--- src/rtl/updown_seqdet_if.sv ---
// Bus bundle for updown_seqdet: counter controls, serial detector inputs and
// all registered/decoded outputs. The DUT uses the slave modport.
interface updown_seqdet_if #(
  parameter int WIDTH = 4
);
  logic             en;
  logic             down;
  logic             load;
  logic [WIDTH-1:0] load_val;
  logic             ser_in;
  logic             ser_valid;
  logic [WIDTH-1:0] count;
  logic             wrap;
  logic [7:0]       seg;
  logic             det;
  logic [7:0]       hits;

  modport master (
    output en, down, load, load_val, ser_in, ser_valid,
    input  count, wrap, seg, det, hits
  );

  modport slave (
    input  en, down, load, load_val, ser_in, ser_valid,
    output count, wrap, seg, det, hits
  );
endinterface

--- src/rtl/updown_seqdet.sv ---
// Modulo-N up/down counter with 7-seg decode, plus a serial pattern detector
// with a saturating hit counter. Define UPDOWN_SEQDET_OVERLAP_EN for overlapping matches.
module updown_seqdet #(
  parameter int          WIDTH       = 4,
  parameter int          MODULUS     = 16,
  parameter int          SEQ_LEN     = 3,
  parameter int unsigned SEQ_PATTERN = 'b111
) (
  input logic            clk_2,
  input logic            reset,
  updown_seqdet_if.slave bus
);

  localparam logic [WIDTH-1:0]   MAX_COUNT = WIDTH'(MODULUS - 1);
  localparam int                 FILL_W    = $clog2(SEQ_LEN + 1);
  localparam logic [FILL_W-1:0]  FILL_FULL = FILL_W'(SEQ_LEN);
  localparam logic [SEQ_LEN-1:0] PATTERN   = SEQ_PATTERN[SEQ_LEN-1:0];

  logic [WIDTH-1:0]   count_q, count_d;
  logic               wrap_q, wrap_d;
  logic [SEQ_LEN-1:0] sr_q, sr_d;
  logic [FILL_W-1:0]  fill_q, fill_d;
  logic               det_q;
  logic [7:0]         hits_q;
  logic [SEQ_LEN-1:0] sr_shift;
  logic [FILL_W-1:0]  fill_inc;
  logic               match;
  logic [3:0]         nibble;
  logic [7:0]         seg;

  always_comb begin
    count_d = count_q;
    wrap_d  = 1'b0;
    if (bus.load) begin
      if (32'(bus.load_val) >= MODULUS)
        count_d = MAX_COUNT;
      else
        count_d = bus.load_val;
    end else if (bus.en) begin
      if (bus.down) begin
        if (count_q == '0) begin
          count_d = MAX_COUNT;
          wrap_d  = 1'b1;
        end else begin
          count_d = count_q - WIDTH'(1);
        end
      end else begin
        if (count_q == MAX_COUNT) begin
          count_d = '0;
          wrap_d  = 1'b1;
        end else begin
          count_d = count_q + WIDTH'(1);
        end
      end
    end
  end

  always_ff @(posedge clk_2) begin
    if (reset) begin
      count_q <= '0;
      wrap_q  <= 1'b0;
    end else begin
      count_q <= count_d;
      wrap_q  <= wrap_d;
    end
  end

  // Match is judged on the post-shift window, so det lands one cycle after the completing bit.
  always_comb begin
    sr_shift = {sr_q[SEQ_LEN-2:0], bus.ser_in};
    fill_inc = (fill_q == FILL_FULL) ? fill_q : fill_q + FILL_W'(1);
    match    = bus.ser_valid && (sr_shift == PATTERN) && (fill_inc == FILL_FULL);
    sr_d     = sr_q;
    fill_d   = fill_q;
    if (bus.ser_valid) begin
      sr_d   = sr_shift;
      fill_d = fill_inc;
`ifdef UPDOWN_SEQDET_OVERLAP_EN
`else
      if (match)
        fill_d = '0;
`endif
    end
  end

  always_ff @(posedge clk_2) begin
    if (reset) begin
      sr_q   <= '0;
      fill_q <= '0;
      det_q  <= 1'b0;
      hits_q <= '0;
    end else begin
      sr_q   <= sr_d;
      fill_q <= fill_d;
      det_q  <= match;
      if (match && hits_q != 8'hFF)
        hits_q <= hits_q + 8'd1;
    end
  end

  generate
    if (WIDTH >= 4) begin : g_nib_wide
      assign nibble = count_q[3:0];
    end else begin : g_nib_narrow
      assign nibble = {{(4-WIDTH){1'b0}}, count_q};
    end
  endgenerate

  always_comb begin
    seg = 8'h00;
    case (nibble)
      4'h0: seg = 8'h3F;
      4'h1: seg = 8'h06;
      4'h2: seg = 8'h5B;
      4'h3: seg = 8'h4F;
      4'h4: seg = 8'h66;
      4'h5: seg = 8'h6D;
      4'h6: seg = 8'h7D;
      4'h7: seg = 8'h07;
      4'h8: seg = 8'h7F;
      4'h9: seg = 8'h6F;
      4'hA: seg = 8'h77;
      4'hB: seg = 8'h7C;
      4'hC: seg = 8'h39;
      4'hD: seg = 8'h5E;
      4'hE: seg = 8'h79;
      4'hF: seg = 8'h71;
      default: seg = 8'h00;
    endcase
  end

  assign bus.count = count_q;
  assign bus.wrap  = wrap_q;
  assign bus.seg   = seg;
  assign bus.det   = det_q;
  assign bus.hits  = hits_q;

endmodule

--- src/flat_wrapper.sv ---
// flat-port wrapper written by rule: the top's interface ports become plain ports
module updown_seqdet_flat 
#(
  parameter int          WIDTH       = 4,
  parameter int          MODULUS     = 16,
  parameter int          SEQ_LEN     = 3,
  parameter int unsigned SEQ_PATTERN = 'b111
)
  (clk_2, reset, bus_en, bus_down, bus_load, bus_load_val, bus_ser_in, bus_ser_valid, bus_count, bus_wrap, bus_seg, bus_det, bus_hits);
  updown_seqdet_if #(.WIDTH(WIDTH)) bus_i ();
  input logic clk_2;
  input logic reset;
  input wire logic [$bits(bus_i.en)-1:0] bus_en;
  input wire logic [$bits(bus_i.down)-1:0] bus_down;
  input wire logic [$bits(bus_i.load)-1:0] bus_load;
  input wire logic [$bits(bus_i.load_val)-1:0] bus_load_val;
  input wire logic [$bits(bus_i.ser_in)-1:0] bus_ser_in;
  input wire logic [$bits(bus_i.ser_valid)-1:0] bus_ser_valid;
  output wire logic [$bits(bus_i.count)-1:0] bus_count;
  output wire logic [$bits(bus_i.wrap)-1:0] bus_wrap;
  output wire logic [$bits(bus_i.seg)-1:0] bus_seg;
  output wire logic [$bits(bus_i.det)-1:0] bus_det;
  output wire logic [$bits(bus_i.hits)-1:0] bus_hits;
  assign bus_i.en = bus_en;
  assign bus_i.down = bus_down;
  assign bus_i.load = bus_load;
  assign bus_i.load_val = bus_load_val;
  assign bus_i.ser_in = bus_ser_in;
  assign bus_i.ser_valid = bus_ser_valid;
  assign bus_count = bus_i.count;
  assign bus_wrap = bus_i.wrap;
  assign bus_seg = bus_i.seg;
  assign bus_det = bus_i.det;
  assign bus_hits = bus_i.hits;
  updown_seqdet #(.WIDTH(WIDTH), .MODULUS(MODULUS), .SEQ_LEN(SEQ_LEN), .SEQ_PATTERN(SEQ_PATTERN)) u_core (.clk_2(clk_2), .reset(reset), .bus(bus_i));
endmodule
--- config.mk ---
export PLATFORM = sky130hd
export DESIGN_NAME = updown_seqdet_flat
export DESIGN_NICKNAME = d
export VERILOG_FILES = /design/src/rtl/updown_seqdet_if.sv /design/src/rtl/updown_seqdet.sv /design/src/flat_wrapper.sv
export SDC_FILE = /design/constraint.sdc
export NUM_CORES = 1
export LEC_CHECK = 0
export CORE_UTILIZATION = 25
export CTS_CLUSTER_SIZE = 16
export DETAILED_ROUTE_END_ITERATION = 8
export GPL_ROUTABILITY_DRIVEN = 0
export SLEW_MARGIN = 20
export SYNTH_ARGS = -nofsm -noshare
export SYNTH_HDL_FRONTEND = slang
export SYNTH_SLANG_ARGS = --single-unit
--- constraint.sdc ---
create_clock -name clk_2 -period 5.1 [get_ports clk_2]
set_clock_uncertainty 0.2 [all_clocks]
set_input_delay 0.51 -clock clk_2 [delete_from_list [all_inputs] [get_ports clk_2]]
set_output_delay 0.51 -clock clk_2 [all_outputs]
set_load 0.03 [all_outputs]
* Word-level counts from Yosys, hierarchy flattened
Memory sizes are Yosys's and may differ from the RTL's. A register that Yosys moved wholly into a read port is not among the register bits. Cells that the tools add are included.
Operators by class: add/sub/neg operators 4, equality and inequality tests 5, mux-type cells 12, bitwise operators 1, reduce and logical (&&, ||, !) cells 6
Operators by type and width (count):
- 4-bit 2-to-1 mux | 7
- 8-bit by 1-bit adder with 8-bit output (second input constant) | 1
- 8-bit != test (second input constant) | 1
- 4-bit by 1-bit adder with 4-bit output (second input constant) | 1
- 2-bit equality test (second input constant) | 2
- 4-bit equality test (second input constant) | 1
- 4-bit zero test | 1
- 2-bit 2-to-1 mux | 2
- 4-bit by 1-bit subtractor with 4-bit output (second input constant) | 1
- 3-bit equality test (second input constant) | 1
- 1-bit logical AND | 3
- 1-bit 2-to-1 mux | 3
- 3-bit OR reduction | 1
- 2-bit by 1-bit adder with 2-bit output (second input constant) | 1
- 2-bit nonzero test | 1
- 1-bit inverter | 1
Storage, ports and cells: bits in registers 18, memory bits (read-only) 112, word-level logic and storage cells 35, memories 1
Memories:
- (name not given) | words 16, bits a word 7, rd ports 1, clocked after Yosys merged registers in 1, wr ports 0, RTL line updown_seqdet.sv:111 | case (nibble)

* Depth between registers and ports, before layout
word-level depth 7, depth in mapped cells 11, depth with buffers taken out 11

* Worst setup path before layout
OpenSTA, ideal clock, no wires.
kind register -> register, start point reg u_core.count_q[0], in the netlist u_core.bus.count[0], end point reg, netlist name u_core.bus.seg[1], setup time 0.127 ns, arrival 2.393 ns, path slack 2.380 ns, stages on the path, launching flop included 11, cells stage by stage dfxtp_1 > inv_1 > ha_1 > xnor2_1 > a211oi_1 > a21oi_1 > nor2_1 > inv_1 > ha_1 > o32ai_1 > a21oi_1
Between the ends: longest elaborated chain between the ends 7
RTL lines:
- start: declaration | RTL line updown_seqdet.sv:19 | logic [WIDTH-1:0] count_q, count_d;
- start signal: assignment | RTL line updown_seqdet.sv:63 | count_q <= count_d;
- 4-bit by 1-bit adder with 4-bit output (tied with other cells) | RTL line updown_seqdet.sv:52 | count_d = count_q + WIDTH'(1);
- 4-bit 2-to-1 mux, on equally long branches | RTL line updown_seqdet.sv:48, updown_seqdet.sv:41
- 4-bit 2-to-1 mux | RTL line updown_seqdet.sv:40 | if (bus.down) begin
- 4-bit 2-to-1 mux | RTL line updown_seqdet.sv:39 | end else if (bus.en) begin
- 4-bit 2-to-1 mux | RTL line updown_seqdet.sv:34 | if (bus.load) begin
- 4-bit 2-to-1 mux (no source line) * (2 in series)
Every way passes the cells marked *; elsewhere a longest branch is shown, timed or not. The select of a mux whose other input is x is not followed. A chain may end at the register's enable or synchronous reset.

* Final worst setup path
start point in reset, end point reg, netlist name u_core.bus.seg[5]
Between the ends: longest elaborated chain between the ends 1
RTL lines:
- start: declaration | RTL line flat_wrapper.sv:12 | input logic reset;
- 4-bit 2-to-1 mux (no source line)
No other way between the ends.

==> impl_summary.log <==
INFO  metric crit_path_max_fanout = 24
INFO  metric synth_cells = 166
INFO  metric cts-hold-fix-buffers = 0
INFO  metric worst_hold_path_type = reg2reg
INFO  metric avgSynthCellArea = ~8.7 sq um
INFO  metric power-per-cell-area = 245 mW/mm^2
INFO  metric result_of_the_run = complete, no violations
INFO  metric drcViolationCount = 0
INFO  metric criticalPathCategory = in2reg
INFO  metric worst_ir_drop_vdd = between 0.09 and 0.1 mV
INFO  metric die_area = 0.00607 sq mm
INFO  metric setup.worst_path.end_class = flip-flop
INFO  metric port_buffers = 31
INFO  metric initial_antenna_violation_count = 0
INFO  metric worstPathCellList = clkdlybuf4s50_1, or4b_1, a311oi_1, a311oi_4, inv_4, mux2_1, a21oi_1
INFO  metric grt_start_max_net_pins = 25
INFO  metric antennaDiodeCount = 0
INFO  metric aggregate_global_route_resource_usage = 0.115
INFO  metric synth_fp_nets = between 150 and 200
INFO  metric core = 0.00554 sq mm
INFO  metric layout-area-overhead-vs-synth = 28.0%
INFO  metric clock_tree.root_cell = sky130_fd_sc_hd__clkbuf_8
INFO  metric nNetsFinal = between 200 and 250
INFO  metric layout-drive-gt1-share = 0.0573
INFO  metric worstSetupStartpoint = reset
INFO  metric timing.max_cap.violations = 0
INFO  metric hold_path_startpoint = u_core.sr_q[0]$_SDFFE_PP0P_
INFO  metric overflow = 0
INFO  metric cts_resized = 0
INFO  metric die_width = about 78 um
INFO  metric ys_seq_elements = 25
INFO  metric max_freq = 321 MHz
INFO  metric cts-buffers-inserted = 3
INFO  metric ant_nets = 0
INFO  metric clock_sink_count = 25
INFO  metric via_count = 1,229
INFO  metric synth_cell_types = 51
INFO  metric static-leakage-power = 0.698 nW
INFO  metric finalWirelength = about 3200 um
INFO  metric grt_pass1_wl = between 5000 and 6000 um
INFO  metric yosys-top-cells-area = sky130_fd_sc_hd__dfxtp_1 (35%), sky130_fd_sc_hd__ha_1 (8.7%), sky130_fd_sc_hd__nor2_1 (5.0%), sky130_fd_sc_hd__a21oi_1 (4.2%), sky130_fd_sc_hd__xnor2_1 (3.6%)
INFO  metric post-cts-setup-buffers = 0
INFO  metric worst_path_largest_cell_delay = between 0.8 and 0.9 ns
INFO  metric setup_viol_count_final = 0
INFO  metric drv_slew = 0
INFO  metric finalSetupTns = 0 ns
INFO  metric cts_buffer_depth = 2
INFO  metric number_of_global_route_vias_before_repair = 1,153
INFO  metric die-height = between 70 and 80 um
INFO  metric period_share = 0.611
INFO  metric std_cell_rows = 27
INFO  metric unrepaired_setup_endpoints_after_global_routing = no
INFO  metric synth-warning-count = 0
INFO  metric ioPinCount = 33
INFO  metric vias_per_instance = around 4.7
INFO  metric worst_skew_pair.late_latency = about 0.28 ns
INFO  metric cts_tree = done
INFO  metric worstReg2RegStart = u_core.bus.count[0]$_SDFFE_PP0N_
INFO  metric synth_enable_flop_cells = 0
INFO  metric drt_iter0_drc = between 60 and 70
INFO  metric yosys.area.top_type = sky130_fd_sc_hd__dfxtp_1
INFO  metric timing_worst_slew_pin_value = about 0.84 ns
INFO  metric dp_slack = ~1.7 ns
INFO  metric start_util = 0.260
INFO  metric cpMaxStageDelayCell = sky130_fd_sc_hd__clkdlybuf4s50_1
INFO  metric synth-async-reset-ratio = 0
INFO  metric arrival_time_worst_endpoint = between 3 and 4 ns
INFO  metric detailed_place_hpwl = 2390 um
INFO  metric final_hold_viol_count = 0
INFO  metric setup.reg_to_reg.worst_slack = 2.17 ns
INFO  metric cts_max_level = 1
INFO  metric finalWorstSetupSlack = between 1.5 and 2 ns
INFO  metric drt_pre_antenna_iters = 4
INFO  metric netlist.area_leader.share = 0.348
INFO  metric worst_slew_margin_relative_to_its_limit = 0.436
INFO  metric period_needed = ~3.1 ns
INFO  metric final.fill_count = around 590
INFO  metric worst_setup_path_start_kind = primary input
INFO  metric routedWlPerCell = 12.1 um
INFO  metric cp_data_required_time = 5.11 ns
INFO  metric postLayoutCoreUtil = 0.333
INFO  metric synth_sequential_area_ratio = 0.348
INFO  metric ys.flop_type = sky130_fd_sc_hd__dfxtp_1
INFO  metric clk_pin_slew = approximately 0.10 ns
INFO  metric synth.cell_area = roughly 0.0014 sq mm
[sequential cells by signal (all words and copies together), names as in the netlist]
signal            count
u_core.fill_q         2
u_core.bus.det        1
u_core.bus.hits       8
u_core.bus.seg        7
u_core.bus.wrap       1
u_core.bus.count      4
u_core.sr_q           2
[layer usage]
metal | track usage | vias up | wire [um]
met5 | 0 | - | 0
met4 | 0.0593 | 0 | 75
met3 | 0.0176 | 6 | 125
met2 | 0.177 | 29 | 1430
met1 | 0.154 | 556 | 1550
li1 | - | 638 | -
[cell usage after synthesis, types with 2 or more instances]
| library cell | number |
|---|---|
| sky130_fd_sc_hd__buf_2 | 2 |
| sky130_fd_sc_hd__nor3_1 | 9 |
| sky130_fd_sc_hd__ha_1 | 10 |
| sky130_fd_sc_hd__or3_1 | 2 |
| sky130_fd_sc_hd__and3_1 | 3 |
| sky130_fd_sc_hd__nand2b_1 | 2 |
| sky130_fd_sc_hd__clkbuf_1 | 5 |
| sky130_fd_sc_hd__nand3_1 | 4 |
| sky130_fd_sc_hd__a21oi_1 | 12 |
| sky130_fd_sc_hd__nand2_1 | 7 |
| sky130_fd_sc_hd__and2_1 | 3 |
| sky130_fd_sc_hd__mux2_2 | 2 |
| sky130_fd_sc_hd__a211oi_1 | 2 |
| sky130_fd_sc_hd__o21ai_0 | 2 |
| sky130_fd_sc_hd__mux2i_1 | 5 |
| sky130_fd_sc_hd__xnor2_1 | 6 |
| sky130_fd_sc_hd__nor4_1 | 2 |
| sky130_fd_sc_hd__dfxtp_1 | 25 |
| sky130_fd_sc_hd__nor2b_1 | 2 |
| sky130_fd_sc_hd__inv_1 | 10 |
| sky130_fd_sc_hd__or4b_1 | 2 |
| sky130_fd_sc_hd__a21boi_0 | 2 |
| sky130_fd_sc_hd__nor2_1 | 19 |
[worst paths after layout]
kind                                                     to  depth (start not counted)
worst max register to register    u_core.bus.seg[1]$_DFF_P_                         10
worst min-delay path            u_core.sr_q[1]$_SDFFE_PP0P_                          2
worst min register to register  u_core.sr_q[1]$_SDFFE_PP0P_                          2
worst max-delay path              u_core.bus.seg[5]$_DFF_P_                          7
[cells in the final DEF, fill, tap and decap left out, types with 4 or more instances in the layout]
cell type,n
sky130_fd_sc_hd__nand3_1,4
sky130_fd_sc_hd__nand2_1,7
sky130_fd_sc_hd__ha_1,10
sky130_fd_sc_hd__a21oi_1,12
sky130_fd_sc_hd__nor2_1,19
sky130_fd_sc_hd__dfxtp_1,25
sky130_fd_sc_hd__nor3_1,9
sky130_fd_sc_hd__mux2i_1,5
sky130_fd_sc_hd__inv_1,10
sky130_fd_sc_hd__xnor2_1,6
sky130_fd_sc_hd__clkdlybuf4s50_1,31
[power by group]
group	leakage, nW	switching [mW]	total [mW]	internal (mW)
clock network	0.0261	0.0691	0.127	0.0574
logic	0.467	0.0611	0.109	0.0481
registers	0.205	0.00859	0.215	0.206
[critical path, delay by kind of cell]
family | cells | cell delay [ns]
buffers and inverters | 2 | 1.00
and+or+nand+nor | 1 | 0.65
AOI/OAI and AO/OA | 3 | 0.64
muxes | 1 | 0.33
[final cells by class]
class                           instances  area, sq um  share of cell area
Multi-Input combinational cell        121          848               0.460
Sequential cell                        25          500               0.272
Timing Repair Buffer                   31          310               0.168
Tap cell                               72         90.1              0.0489
Inverter                               11         43.8              0.0238
Clock buffer                            3         41.3              0.0224
Clock inverter                          1         8.76             0.00475
[cell families (layout without fill, tap and decap cells)]
logic type,Yosys count,after routing,synth area share
DFF,25,25,0.348
and+or+nand+nor,63,63,0.233
adders and majority gates,10,10,0.0869
AOI/OAI and AO/OA,32,32,0.166
xor gates and xnor gates,7,7,0.0426
other,1,1,0.00260
muxes,8,8,0.0582
buffers and inverters,20,46,0.0634
[per-stage QoR]
step	cell area, sq um	power, mW	std cells	hold WS (ns)
floorplan	1440	0.292	166	0.240
global placement	1790	0.329	260	0.257
detailed placement	1790	0.328	260	0.269
CTS	1840	0.456	264	0.285
global route	1840	0.477	264	0.338
finish	1840	0.451	264	0.281
No activity file was read; power rests on OpenSTA's default activity.
